## src/rtl/pio_pkg.sv

```systemverilog
// Shared constants for the input PIO: register word addresses and edge-type
// encodings used by the EDGE_TYPE parameter.
package pio_pkg;

   localparam int unsigned PIO_ADDR_W = 3;

   localparam logic [PIO_ADDR_W-1:0] PIO_ADDR_DATA     = 3'd0;
   localparam logic [PIO_ADDR_W-1:0] PIO_ADDR_IRQ_MASK = 3'd2;
   localparam logic [PIO_ADDR_W-1:0] PIO_ADDR_EDGE_CAP = 3'd3;

   localparam int unsigned EDGE_RISING  = 0;
   localparam int unsigned EDGE_FALLING = 1;
   localparam int unsigned EDGE_ANY     = 2;

endpackage

```

## src/rtl/pio_in_filter.sv

```systemverilog
// Input conditioning for the PIO: a SYNC_STAGES-deep synchronizer on every
// bit, optionally followed by a per-bit debouncer (macro PIO_IN_DEBOUNCE_EN).
// Ports:
//   clk, reset_n : clock, asynchronous active-low reset
//   in_port      : asynchronous external inputs (WIDTH bits)
//   filt         : synchronized (and debounced if compiled in) inputs
module pio_in_filter #(
   parameter int unsigned WIDTH           = 10,
   parameter int unsigned SYNC_STAGES     = 2,
   parameter int unsigned DEBOUNCE_CYCLES = 50000
) (
   input  logic             clk,
   input  logic             reset_n,
   input  logic [WIDTH-1:0] in_port,
   output logic [WIDTH-1:0] filt
);

   logic [WIDTH-1:0] sync_q [SYNC_STAGES];
   logic [WIDTH-1:0] sync;

   // Synchronizer chain
   always_ff @(posedge clk or negedge reset_n) begin
      if (!reset_n) begin
         for (int s = 0; s < int'(SYNC_STAGES); s++) sync_q[s] <= '0;
      end else begin
         sync_q[0] <= in_port;
         for (int s = 1; s < int'(SYNC_STAGES); s++) sync_q[s] <= sync_q[s-1];
      end
   end

   assign sync = sync_q[SYNC_STAGES-1];

`ifdef PIO_IN_DEBOUNCE_EN
   localparam int unsigned CNT_W = $clog2(DEBOUNCE_CYCLES);
   localparam logic [CNT_W-1:0] CNT_MAX = CNT_W'(DEBOUNCE_CYCLES - 1);

   logic [CNT_W-1:0] cnt_q [WIDTH];
   logic [WIDTH-1:0] filt_q;

   // Counter runs only while sync disagrees with filt; any return to agreement
   // restarts it, so only a level held DEBOUNCE_CYCLES cycles is accepted.
   always_ff @(posedge clk or negedge reset_n) begin
      if (!reset_n) begin
         filt_q <= '0;
         for (int b = 0; b < int'(WIDTH); b++) cnt_q[b] <= '0;
      end else begin
         for (int b = 0; b < int'(WIDTH); b++) begin
            if (sync[b] == filt_q[b]) begin
               cnt_q[b] <= '0;
            end else if (cnt_q[b] == CNT_MAX) begin
               filt_q[b] <= sync[b];
               cnt_q[b]  <= '0;
            end else begin
               cnt_q[b] <= cnt_q[b] + CNT_W'(1);
            end
         end
      end
   end

   assign filt = filt_q;
`else
   assign filt = sync;
`endif

endmodule

```

## src/rtl/pio_in_edge_irq.sv

```systemverilog
// Avalon-MM input PIO with per-bit edge capture and masked level interrupt.
// Optional debounce stage enabled by defining PIO_IN_DEBOUNCE_EN.
// Ports:
//   clk, reset_n        : clock, asynchronous active-low reset
//   address, chipselect,
//   write_n, writedata  : Avalon-MM slave write/address side
//   readdata            : registered read data, latency 1
//   in_port             : asynchronous external inputs
//   irq                 : level interrupt, |(edge_cap & irq_mask)
module pio_in_edge_irq
   import pio_pkg::*;
#(
   parameter int unsigned WIDTH           = 10,
   parameter int unsigned SYNC_STAGES     = 2,
   parameter int unsigned EDGE_TYPE       = 0,
   parameter int unsigned DEBOUNCE_CYCLES = 50000
) (
   input  logic             clk,
   input  logic             reset_n,
   input  logic [2:0]       address,
   input  logic             chipselect,
   input  logic             write_n,
   input  logic [31:0]      writedata,
   output logic [31:0]      readdata,
   input  logic [WIDTH-1:0] in_port,
   output logic             irq
);

   localparam logic [2:0] ARM_MAX = 3'(SYNC_STAGES + 1);

   logic [WIDTH-1:0] filt;
   logic [WIDTH-1:0] prev_q;
   logic [WIDTH-1:0] irq_mask_q;
   logic [WIDTH-1:0] edge_cap_q;
   logic [2:0]       arm_cnt_q;
   logic             armed;
   logic             wr_en;
   logic [WIDTH-1:0] det_raw;
   logic [WIDTH-1:0] det;
   logic [WIDTH-1:0] clr;
   logic [31:0]      rd_mux;
   logic             unused_wdata;

   assign unused_wdata = ^writedata;

   pio_in_filter #(
      .WIDTH           (WIDTH),
      .SYNC_STAGES     (SYNC_STAGES),
      .DEBOUNCE_CYCLES (DEBOUNCE_CYCLES)
   ) u_filter (
      .clk     (clk),
      .reset_n (reset_n),
      .in_port (in_port),
      .filt    (filt)
   );

   assign wr_en = chipselect & ~write_n;
   assign armed = (arm_cnt_q == ARM_MAX);

   // Edge detection, suppressed until the synchronizer has flushed after reset
   always_comb begin
      det_raw = filt & ~prev_q;
      if (EDGE_TYPE == EDGE_FALLING) begin
         det_raw = ~filt & prev_q;
      end else if (EDGE_TYPE == EDGE_ANY) begin
         det_raw = filt ^ prev_q;
      end
      det = armed ? det_raw : '0;
   end

   // Write-1-to-clear mask for the capture register
   always_comb begin
      clr = '0;
      if (wr_en && (address == PIO_ADDR_EDGE_CAP)) begin
         clr = writedata[WIDTH-1:0];
      end
   end

   // Read mux; unmapped addresses return zero
   always_comb begin
      rd_mux = '0;
      case (address)
         PIO_ADDR_DATA:     rd_mux = 32'(filt);
         PIO_ADDR_IRQ_MASK: rd_mux = 32'(irq_mask_q);
         PIO_ADDR_EDGE_CAP: rd_mux = 32'(edge_cap_q);
         default:           rd_mux = '0;
      endcase
   end

   // Register file, edge history and arm counter
   always_ff @(posedge clk or negedge reset_n) begin
      if (!reset_n) begin
         readdata   <= '0;
         prev_q     <= '0;
         irq_mask_q <= '0;
         edge_cap_q <= '0;
         arm_cnt_q  <= '0;
      end else begin
         readdata <= rd_mux;
         prev_q   <= filt;
         if (arm_cnt_q != ARM_MAX) begin
            arm_cnt_q <= arm_cnt_q + 3'd1;
         end
         if (wr_en && (address == PIO_ADDR_IRQ_MASK)) begin
            irq_mask_q <= writedata[WIDTH-1:0];
         end
         // A new edge in the same cycle as its clear survives
         edge_cap_q <= (edge_cap_q & ~clr) | det;
      end
   end

   assign irq = |(edge_cap_q & irq_mask_q);

endmodule
```

## config.mk

```make
export PLATFORM = sky130hd
export DESIGN_NAME = pio_in_edge_irq
export DESIGN_NICKNAME = d
export VERILOG_FILES = /design/src/rtl/pio_pkg.sv /design/src/rtl/pio_in_filter.sv /design/src/rtl/pio_in_edge_irq.sv
export SDC_FILE = /design/constraint.sdc
export NUM_CORES = 1
export LEC_CHECK = 0
export CORE_MARGIN = 2
export CORE_UTILIZATION = 51
export CTS_BUF_LIST = sky130_fd_sc_hd__clkbuf_4 sky130_fd_sc_hd__clkbuf_8
export CTS_CLUSTER_SIZE = 40
export DETAILED_ROUTE_END_ITERATION = 12
export PLACE_DENSITY = 0.95
export SLEW_MARGIN = 10
export SYNTH_ARGS = -nofsm -noshare
export SYNTH_HDL_FRONTEND = slang
export SYNTH_SLANG_ARGS = --single-unit
```

## constraint.sdc

```tcl
create_clock -name clk -period 2.28 [get_ports clk]
set_input_delay 0.342 -clock clk [delete_from_list [all_inputs] [get_ports clk]]
set_output_delay 0.342 -clock clk [all_outputs]
set_load 0.02 [all_outputs]
```

==> run_results.csv, run 1 <==
group,metric,value,unit
cells_and_area,antennaDiodeCount,0,
cells_and_area,final_common_cell,"dfrtp_1",
floorplan,start_util,53.4,%
timing,min_period,2.12,ns
timing,whs,0.00737,ns
timing,slew_headroom,62.5,%
critical_path,cp_data_required_time,1.94,ns
timing,rsz0062_at_grt,"false",
clock_tree,htree_levels,3,
synthesis,synth-seq-cells,63,
critical_path,crit_arrival,1.77,ns
synthesis,yosysWarningCount,0,
place,placed_cells,295,
cells_and_area,final_cells,310,
run_status,status,"completed",
synthesis,syn_area_per_cell,13.1,sq um
place,postPlaceCellArea,0.00291,sq mm
pwr,pwr-share-clk,36.9,%
pwr,ir_worst_vdd,0.000451,V
floorplan,chipHeight,74.6,um
critical_path,reg2reg_from,"arm_cnt_q[0]",
cells_and_area,mostFrequentLayoutCells,"dfrtp_1, clkdlybuf4s50_1, nand2_1, conb_1, o21ai_0",
critical_path,r2r-end,"arm_cnt_q[1]",
clock_tree,clk_latency,0.34,ns
floorplan,dieArea,0.00556,sq mm
global_route,grt_pass1_vias,1604,
timing,finClkSkew,0.00705,ns
place,port_buffers,37,
timing,setup_viol,0,
critical_path,reg2regPathDepth,3,
drt,drcViolationCount,0,
pwr,swShare,24.2,%
drt,firstDrtPassIters,4,
pwr,leakagePower,1.40,nW
clock_tree,clkSinkCount,63,
worst_hold_path,hold_path.class,"in -> async",
timing,hold_viol,0,
clock_tree,ctsHoldBuffers,0,
drt,viasPerCell,4.95,
cells_and_area,syn_to_final_growth,22.5,%
clock_tree,cts_max_path_buffers,2,
critical_path,worstPathCellList,"a22o_1 -> a221oi_2 -> nand4_1 -> dlygate4sd2_1",
critical_path,slowest_stage,"dfrtp_1",
floorplan,coreArea,0.00475,sq mm
clock_tree,cts.root.buffer_cell,"clkbuf_8",
pwr,p_sw,0.000618,W
pwr,combPwrFrac,13.5,%
floorplan,rows,25,
timing,worst_slew_pin_slew,0.563,ns
drt,wl,4.78,mm
critical_path,crit_path_start_kind,"flop",
floorplan,io_pins,82,
global_route,grt_first_pass_wirelength,7.77,mm
cells_and_area,fin_nets,290,
critical_path,critPathCaptureType,"output pin",
critical_path,crit_fanout,3,
global_route,grt.overflow.total,0,
timing,fin_crit_sh,92.8,%
synthesis,ys_seq_area_share,62.1,%
global_route,grt_max_degree,64,
drt,drt_iter0_drc,83,
critical_path,criticalPathCategory,"reg -> out",
timing,fmax,473,MHz
drt,via_count,1535,
drt,final_antenna_net_count,0,
place,dp_hpwl,2.97,mm
clock_tree,clkTransAtPathRegs,0.07,ns
global_route,antenna_found_initial,0,
job,maxCapViolCount,0,
synthesis,netlist_instances,194,
critical_path,slowest_delay,0.41,ns
floorplan,die_w,74.6,um
cells_and_area,drive_gt1_share,16.9,%
cells_and_area,stdcell_area,0.00311,sq mm
pwr,p_per_area,821,mW/mm^2
synthesis,yosysUniqueCellTypes,28,
drt,wl_per_cell,15.4,um
critical_path,rrSetupSlack,0.74,ns
pwr,power_frac_seq,49.6,%
clock_tree,tritoncts,"yes",
clock_tree,cts_buffers,9,
synthesis,synth_area,0.00254,sq mm
place,place_congestion,0.770,
timing,fin_setup_tns,0,ns
timing,report.final.slew_viol_count,0,
pwr,p_int,0.00194,W
global_route,grt_usage,20.1,%
[routing by layer]
layer  vias to the layer above  GRT usage (%)  part of all wire, %
li1                        701              -                    -
met1                       741           23.1                   39
met2                        81           30.9                   49
met3                        12           9.49                  8.6
met4                         0           11.7                  2.6
met5                         -              0                    0
[repair_timing]
action | CTS | global route
buffers inserted | 0 | 0
gates resized for setup | 2 | 0
setup endpoints to repair | 1 | 0
[layout make-up]
cell class | count | area, sq um
clock buffers | 11 | 151
clock inverters | 4 | 45.0
fillers | 357 | 1640
inverters | 1 | 3.75
multi-input cells | 122 | 837
flip-flops and latches | 63 | 1580
well taps | 67 | 83.8
repair buffers | 42 | 414
[critical path, delay by kind of cell, from the launching register on]
kind / cells / cell delay, ns
AOI/OAI and AO/OA: 2 / 0.54
buffers and inverters: 1 / 0.34
DFF: 1 / 0.41
and+or+nand+nor: 1 / 0.15
[power groups by stage]
stage / registers [W] / clock network, W / logic [W]
global placement: 0.00127 / 0 / 0.000328
detailed placement: 0.00128 / 0 / 0.000339
global route: 0.00127 / 0.00102 / 0.000378
finish: 0.00127 / 0.000943 / 0.000346
floorplan: 0.00128 / 0 / 0.000222
CTS: 0.00126 / 0.000969 / 0.000344
[cell families (layout without fill, tap and decap cells)]
logic type / after synthesis / in the layout / synth area share (%)
compound gates: 33 / 33 / 8.57
xor+xnor: 1 / 1 / 0.345
fa+ha+maj: 2 / 2 / 0.985
buf+inv: 30 / 58 / 8.32
flops: 63 / 63 / 62.1
mux: 22 / 22 / 10.7
other cells: 1 / 22 / 0.148
simple gates: 42 / 42 / 8.87
[synthesized netlist by cell type]
library cell	count	area share, %
nor2_8	1	0.79
nand4bb_4	1	1.1
nor2_1	4	0.59
and2_1	1	0.25
mux2i_1	11	4.3
nand3b_1	2	0.59
inv_1	1	0.15
buf_6	1	0.44
clkbuf_2	1	0.20
a221oi_1	1	0.34
mux2_2	1	0.44
a2bb2oi_1	4	1.4
mux2_4	10	5.9
buf_4	23	6.8
o21ai_0	15	3.0
a22o_1	1	0.34
nand4_1	1	0.25
dfrtp_1	63	62
xnor2_1	1	0.34
ha_1	2	0.99
o21ai_1	3	0.59
nand2_1	26	3.8
a22oi_1	3	0.89
conb_1	1	0.15
a21oi_2	6	2.1
clkbuf_1	1	0.15
buf_2	3	0.59
or2_1	6	1.5
[sequential cells by signal, indices dropped and copies added, names as in the netlist]
signal / cells
irq_mask_q: 10
u_filter.sync_q: 10
prev_q: 10
edge_cap_q: 10
readdata: 10
arm_cnt_q: 3
u_filter.filt: 10
[worst max path at each step]
stage | start | endpoint | cells past startpoint
final | irq_mask_q[2] | irq | 4
after global placement | irq_mask_q[2] | irq | 4
after floorplan | irq_mask_q[2] | irq | 3
after CTS | irq_mask_q[2] | irq | 4
after global routing | irq_mask_q[2] | irq | 4
after detailed placement | irq_mask_q[2] | irq | 4
[stage by stage]
stage	setup slack, ns	total power (W)	utilization (%)
after global routing	0.0831	0.00267	65.4
after detailed placement	0.256	0.00162	61.2
after floorplan	0.894	0.00150	-
after global placement	0.285	0.00160	61.2
after CTS	0.202	0.00258	65.4
final	0.164	0.00255	65.4
Note: power is estimated with default switching activity, not from simulation.
==> inputs of run 2 (changes only) <==
- CORE_ASPECT_RATIO: unset -> 1.75
- PLACE_DENSITY: 0.95 -> unset
- PLACE_DENSITY_LB_ADDON: unset -> 0.3
==> run 2 against run 1 <==
Design area grew 0.40%. Count of clock-buffer cells in the layout increased by 2. Global-route usage down 2.7 points.
==> run_results.csv, run 2 (synthesized netlist as in run 1, its figures left out) <==
group,metric,value,unit
timing,fmax,486,MHz
clock_tree,cts.root.buffer_cell,"clkbuf_8",
global_route,grt_first_pass_wirelength,7.21,mm
floorplan,rows,34,
drt,viasPerCell,5.03,
cells_and_area,fin_nets,291,
worst_hold_path,hold_path.startpoint,"u_filter.sync_q[15]",
drt,drcViolationCount,0,
floorplan,start_util,51.9,%
timing,fin_setup_tns,0,ns
critical_path,reg2reg_from,"arm_cnt_q[0]",
critical_path,crit_start,"irq_mask_q[2]",
global_route,grt_max_degree,35,
cells_and_area,layout.area.seq,0.00158,sq mm
global_route,antenna_found_initial,0,
place,placed_cells,282,
floorplan,dieArea,0.00558,sq mm
drt,wl_per_cell,14.1,um
cells_and_area,fillCellCount,376,
critical_path,crit_path_start_kind,"flop",
timing,hold_viol,0,
timing,finClkSkew,0.00714,ns
pwr,leakagePower,1.41,nW
place,place_congestion,0.753,
cells_and_area,syn_to_final_growth,23.0,%
clock_tree,tritoncts,"yes",
clock_tree,cts_max_path_buffers,2,
clock_tree,cts_buffers,9,
job,maxCapViolCount,0,
global_route,grt_pass1_vias,1489,
clock_tree,clkTransAtPathRegs,0.06,ns
drt,via_count,1503,
cells_and_area,mostFrequentLayoutCells,"dfrtp_1, clkdlybuf4s50_1, nand2_1, conb_1, o21ai_0",
floorplan,die_w,57.3,um
drt,firstDrtPassIters,4,
clock_tree,htree_levels,3,
cells_and_area,multi_input_area,831,sq um
critical_path,critPathCaptureType,"output pin",
drt,drt_iter0_drc,33,
floorplan,io_pins,82,
critical_path,crit_fanout,3,
place,port_buffers,37,
timing,slew_headroom,62.4,%
timing,worst_slew_pin_slew,0.565,ns
global_route,grt_usage,17.4,%
clock_tree,clk_latency,0.33,ns
run_status,status,"completed",
drt,wl,4.20,mm
critical_path,rrSetupSlack,0.75,ns
critical_path,criticalPathCategory,"reg -> out",
critical_path,cp_data_required_time,1.94,ns
critical_path,crit_arrival,1.72,ns
cells_and_area,final_cells,299,
worst_hold_path,hold_path.class,"reg -> reg",
timing,setup_viol,0,
pwr,ir_worst_vdd,0.000535,V
timing,rsz0062_at_grt,"false",
cells_and_area,drive_gt1_share,16.7,%
cells_and_area,antennaDiodeCount,0,
clock_tree,clkSinkCount,63,
timing,report.final.slew_viol_count,0,
cells_and_area,final_common_cell,"dfrtp_1",
place,dp_hpwl,2.84,mm
drt,final_antenna_net_count,0,
floorplan,coreArea,0.00489,sq mm
pwr,p_per_area,849,mW/mm^2
floorplan,chipHeight,97.4,um
timing,min_period,2.06,ns
global_route,grt.overflow.total,0,
timing,fin_crit_sh,90.3,%
clock_tree,post-cts-setup-buffers,0,
-- run 2: metal layers --
metal	track usage (%)	up-vias	wire length, um
li1	-	706	-
met1	21.3	723	1730
met2	26.6	63	2090
met3	6.52	11	296
met4	8.59	0	90
met5	0	-	0
-- run 2: what timing repair did --
item	in CTS	in global routing
endpoints found under the hold margin	10	0
resized for setup	1	0
hold buffers	1	0
setup endpoints to repair	1	0
-- run 2: report_power, final --
group | leakage [nW] | internal, W | switching (W)
clock network | 0.112 | 0.000665 | 0.000390
registers | 0.726 | 0.00121 | 0.0000563
logic | 0.574 | 0.000179 | 0.000158
total | 1.41 | 0.00205 | 0.000604
-- run 2: area by class of cell --
type                            count  share of cell area, %
Inverter                            1                  0.120
Clock inverter                      3                   2.16
Sequential cell                    63                   50.5
Tap cell                           54                   2.16
Multi-Input combinational cell    122                   26.6
Timing Repair Buffer               43                   13.6
Clock buffer                       13                   4.93
-- run 2: final timing paths --
kind	endpoint	depth (start not counted)
setup / recovery	irq	4
hold / removal	u_filter.filt[5]	0
setup reg to reg	arm_cnt_q[1]	3
hold reg to reg	u_filter.filt[5]	0
max in group asynchronous	irq_mask_q[4]	3
min in group asynchronous	irq_mask_q[1]	2
-- run 2: per-stage QoR --
step	setup slack (ns)	hold slack (ns)	total power, W	utilization [%]	cell area, sq um
6_report	0.222	0.345	0.00265	63.9	3120
5_1_grt	0.126	0.358	0.00278	63.9	3120
4_1_cts	0.174	0.346	0.00269	63.9	3120
3_5_place_dp	0.299	0.236	0.00162	59.2	2890
3_3_place_gp	0.309	0.235	0.00161	59.2	2890
2_1_floorplan	0.894	0.0464	0.00150	-	2620
-- run 2: worst max-delay path, stage by stage (launching register included) --
cell and delay (ns):
dfrtp_1 0.40, a22o_1 0.24, a221oi_1 0.27, nand4_1 0.14
dlygate4sd2_1 0.34
==> inputs of run 3 (changes only) <==
- CAP_MARGIN: unset -> 20
- SETUP_SLACK_MARGIN: unset -> 0.2
==> run 3 against run 2 <==
Sequential power is essentially flat. Die area is the same. Count of clock-buffer cells in the layout is the same. Combinational power is essentially flat. Worst hold slack is essentially flat. Power grew 0.14%. Critical path depth is the same. Worst setup slack gained 0.072 ns. First-iteration DRC count grew 15%. Largest cell class unchanged. Core utilization grew 0.13 points. Global-route usage is the same. Clock skew is essentially flat.
==> run_results.csv, run 3 (synthesized netlist as in run 1, its figures left out) <==
group,metric,value,unit
critical_path,rrSetupSlack,0.75,ns
drt,wl,4.19,mm
pwr,ir_worst_vdd,0.000535,V
drt,final_antenna_net_count,0,
run_status,status,"completed",
floorplan,io_pins,82,
critical_path,reg2reg_from,"arm_cnt_q[0]",
clock_tree,clkTransAtPathRegs,0.06,ns
floorplan,die_w,57.3,um
clock_tree,cts.root.buffer_cell,"clkbuf_8",
critical_path,crit_arrival,1.64,ns
global_route,antenna_found_initial,0,
drt,via_count,1506,
critical_path,slowest_delay,0.40,ns
timing,hold_viol,0,
critical_path,reg2regPathDepth,3,
global_route,grt_first_pass_wirelength,7.21,mm
critical_path,criticalPathCategory,"reg -> out",
worst_hold_path,whs_path_depth,0,
critical_path,slowest_stage,"dfrtp_1",
cells_and_area,syn_to_final_growth,23.3,%
pwr,p_per_area,849,mW/mm^2
global_route,grt_max_degree,35,
place,place_congestion,0.753,
global_route,grt_pass1_vias,1489,
clock_tree,post-cts-setup-buffers,0,
clock_tree,tritoncts,"yes",
critical_path,worstPathCellList,"a22o_1 -> a221oi_2 -> nand4_1 -> dlygate4sd2_1",
cells_and_area,final_common_cell,"dfrtp_1",
worst_hold_path,hold_path_end,"u_filter.filt[5]",
floorplan,chipHeight,97.4,um
global_route,grt.overflow.total,0,
cells_and_area,drive_gt1_share,17.1,%
cells_and_area,mostFrequentLayoutCells,"dfrtp_1, clkdlybuf4s50_1, nand2_1, conb_1, o21ai_0",
timing,fmax,504,MHz
critical_path,r2r-end,"arm_cnt_q[1]",
critical_path,cp_data_required_time,1.94,ns
timing,whs,0.345,ns
drt,wl_per_cell,14.0,um
worst_hold_path,hold_path.startpoint,"u_filter.sync_q[15]",
timing,fin_crit_sh,87.1,%
timing,setup_viol,0,
drt,drt_iter0_drc,38,
drt,drcViolationCount,0,
clock_tree,cts_buffers,9,
pwr,leakagePower,1.41,nW
drt,viasPerCell,5.04,
timing,fin_setup_tns,0,ns
cells_and_area,fin_nets,291,
critical_path,critPathCaptureType,"output pin",
clock_tree,cts_max_path_buffers,2,
timing,rsz0062_at_grt,"false",
floorplan,dieArea,0.00558,sq mm
clock_tree,clk_latency,0.33,ns
cells_and_area,antennaDiodeCount,0,
timing,report.final.slew_viol_count,0,
worst_hold_path,hold_path.class,"reg -> reg",
place,dp_hpwl,2.84,mm
drt,firstDrtPassIters,4,
job,maxCapViolCount,0,
global_route,grt_usage,17.4,%
floorplan,coreArea,0.00489,sq mm
critical_path,crit_fanout,3,
timing,finClkSkew,0.00713,ns
timing,min_period,1.99,ns
critical_path,crit_path_start_kind,"flop",
cells_and_area,fillCellCount,374,
timing,slew_headroom,62.2,%
clock_tree,htree_levels,3,
floorplan,start_util,51.9,%
place,port_buffers,37,
clock_tree,clkSinkCount,63,
floorplan,rows,34,
timing,worst_slew_pin_slew,0.567,ns
==> run 3: cell counts in the layout (fill, tap and decap cells not counted) <==
Identical to the previous run, type by type.
==> run 3: how the worst max path moves through the flow <==
stage	endpoint	slack (ns)	from
finish	irq	0.29	irq_mask_q[2]
floorplan	irq	0.89	irq_mask_q[2]
detailed placement	irq_mask_q[4]	0.30	address[1]
CTS	irq	0.26	irq_mask_q[2]
global placement	irq_mask_q[7]	0.31	address[1]
global route	irq	0.21	irq_mask_q[2]
==> run 3: cell type report <==
| class | instances | area, sq um | area share [%] |
|---|---|---|---|
| clock buffers | 13 | 154 | 4.92 |
| clock inverters | 3 | 67.6 | 2.16 |
| inverters | 1 | 3.75 | 0.120 |
| multi-input cells | 122 | 837 | 26.7 |
| flip-flops and latches | 63 | 1580 | 50.4 |
| well taps | 54 | 67.6 | 2.16 |
| repair buffers | 43 | 424 | 13.5 |
==> run 3: metal layers <==
| layer | wire [um] | GRT usage [%] |
|---|---|---|
| met5 | 0 | 0 |
| met4 | 77 | 8.59 |
| met3 | 295 | 6.52 |
| met2 | 2100 | 26.6 |
| met1 | 1720 | 21.3 |
==> run 3: where the power goes <==
part	internal [W]	switching, W	total (W)	leakage (nW)
Sequential	0.00121	0.0000583	0.00126	0.726
Clock	0.000665	0.000388	0.00105	0.112
Combinational	0.000181	0.000159	0.000340	0.576
==> run 3: critical path, delay by kind of cell (launching register included) <==
| kind | cells | cell delay (ns) |
|---|---|---|
| AND/OR/NAND/NOR | 1 | 0.12 |
| buffers and inverters | 1 | 0.34 |
| flip-flops | 1 | 0.40 |
| AO/OA/AOI/OAI | 2 | 0.45 |
==> run 3: per-stage QoR <==
step / total power, W / setup slack [ns] / cells / instance area [sq um] / utilization [%]
after global routing: 0.00279 / 0.208 / 299 / 3130 / 64.0
after floorplan: 0.00150 / 0.894 / 215 / 2620 / -
after detailed placement: 0.00162 / 0.299 / 282 / 2890 / 59.2
after global placement: 0.00161 / 0.309 / 282 / 2890 / 59.2
after CTS: 0.00269 / 0.259 / 299 / 3130 / 64.0
final: 0.00266 / 0.294 / 299 / 3130 / 64.0
==> run 3: timing repair <==
action | 4_1_cts | 5_1_grt
endpoints found under the setup margin | 1 | 0
resized for setup | 2 | 0
hold endpoints to repair | 10 | 0
hold buffers | 1 | 0
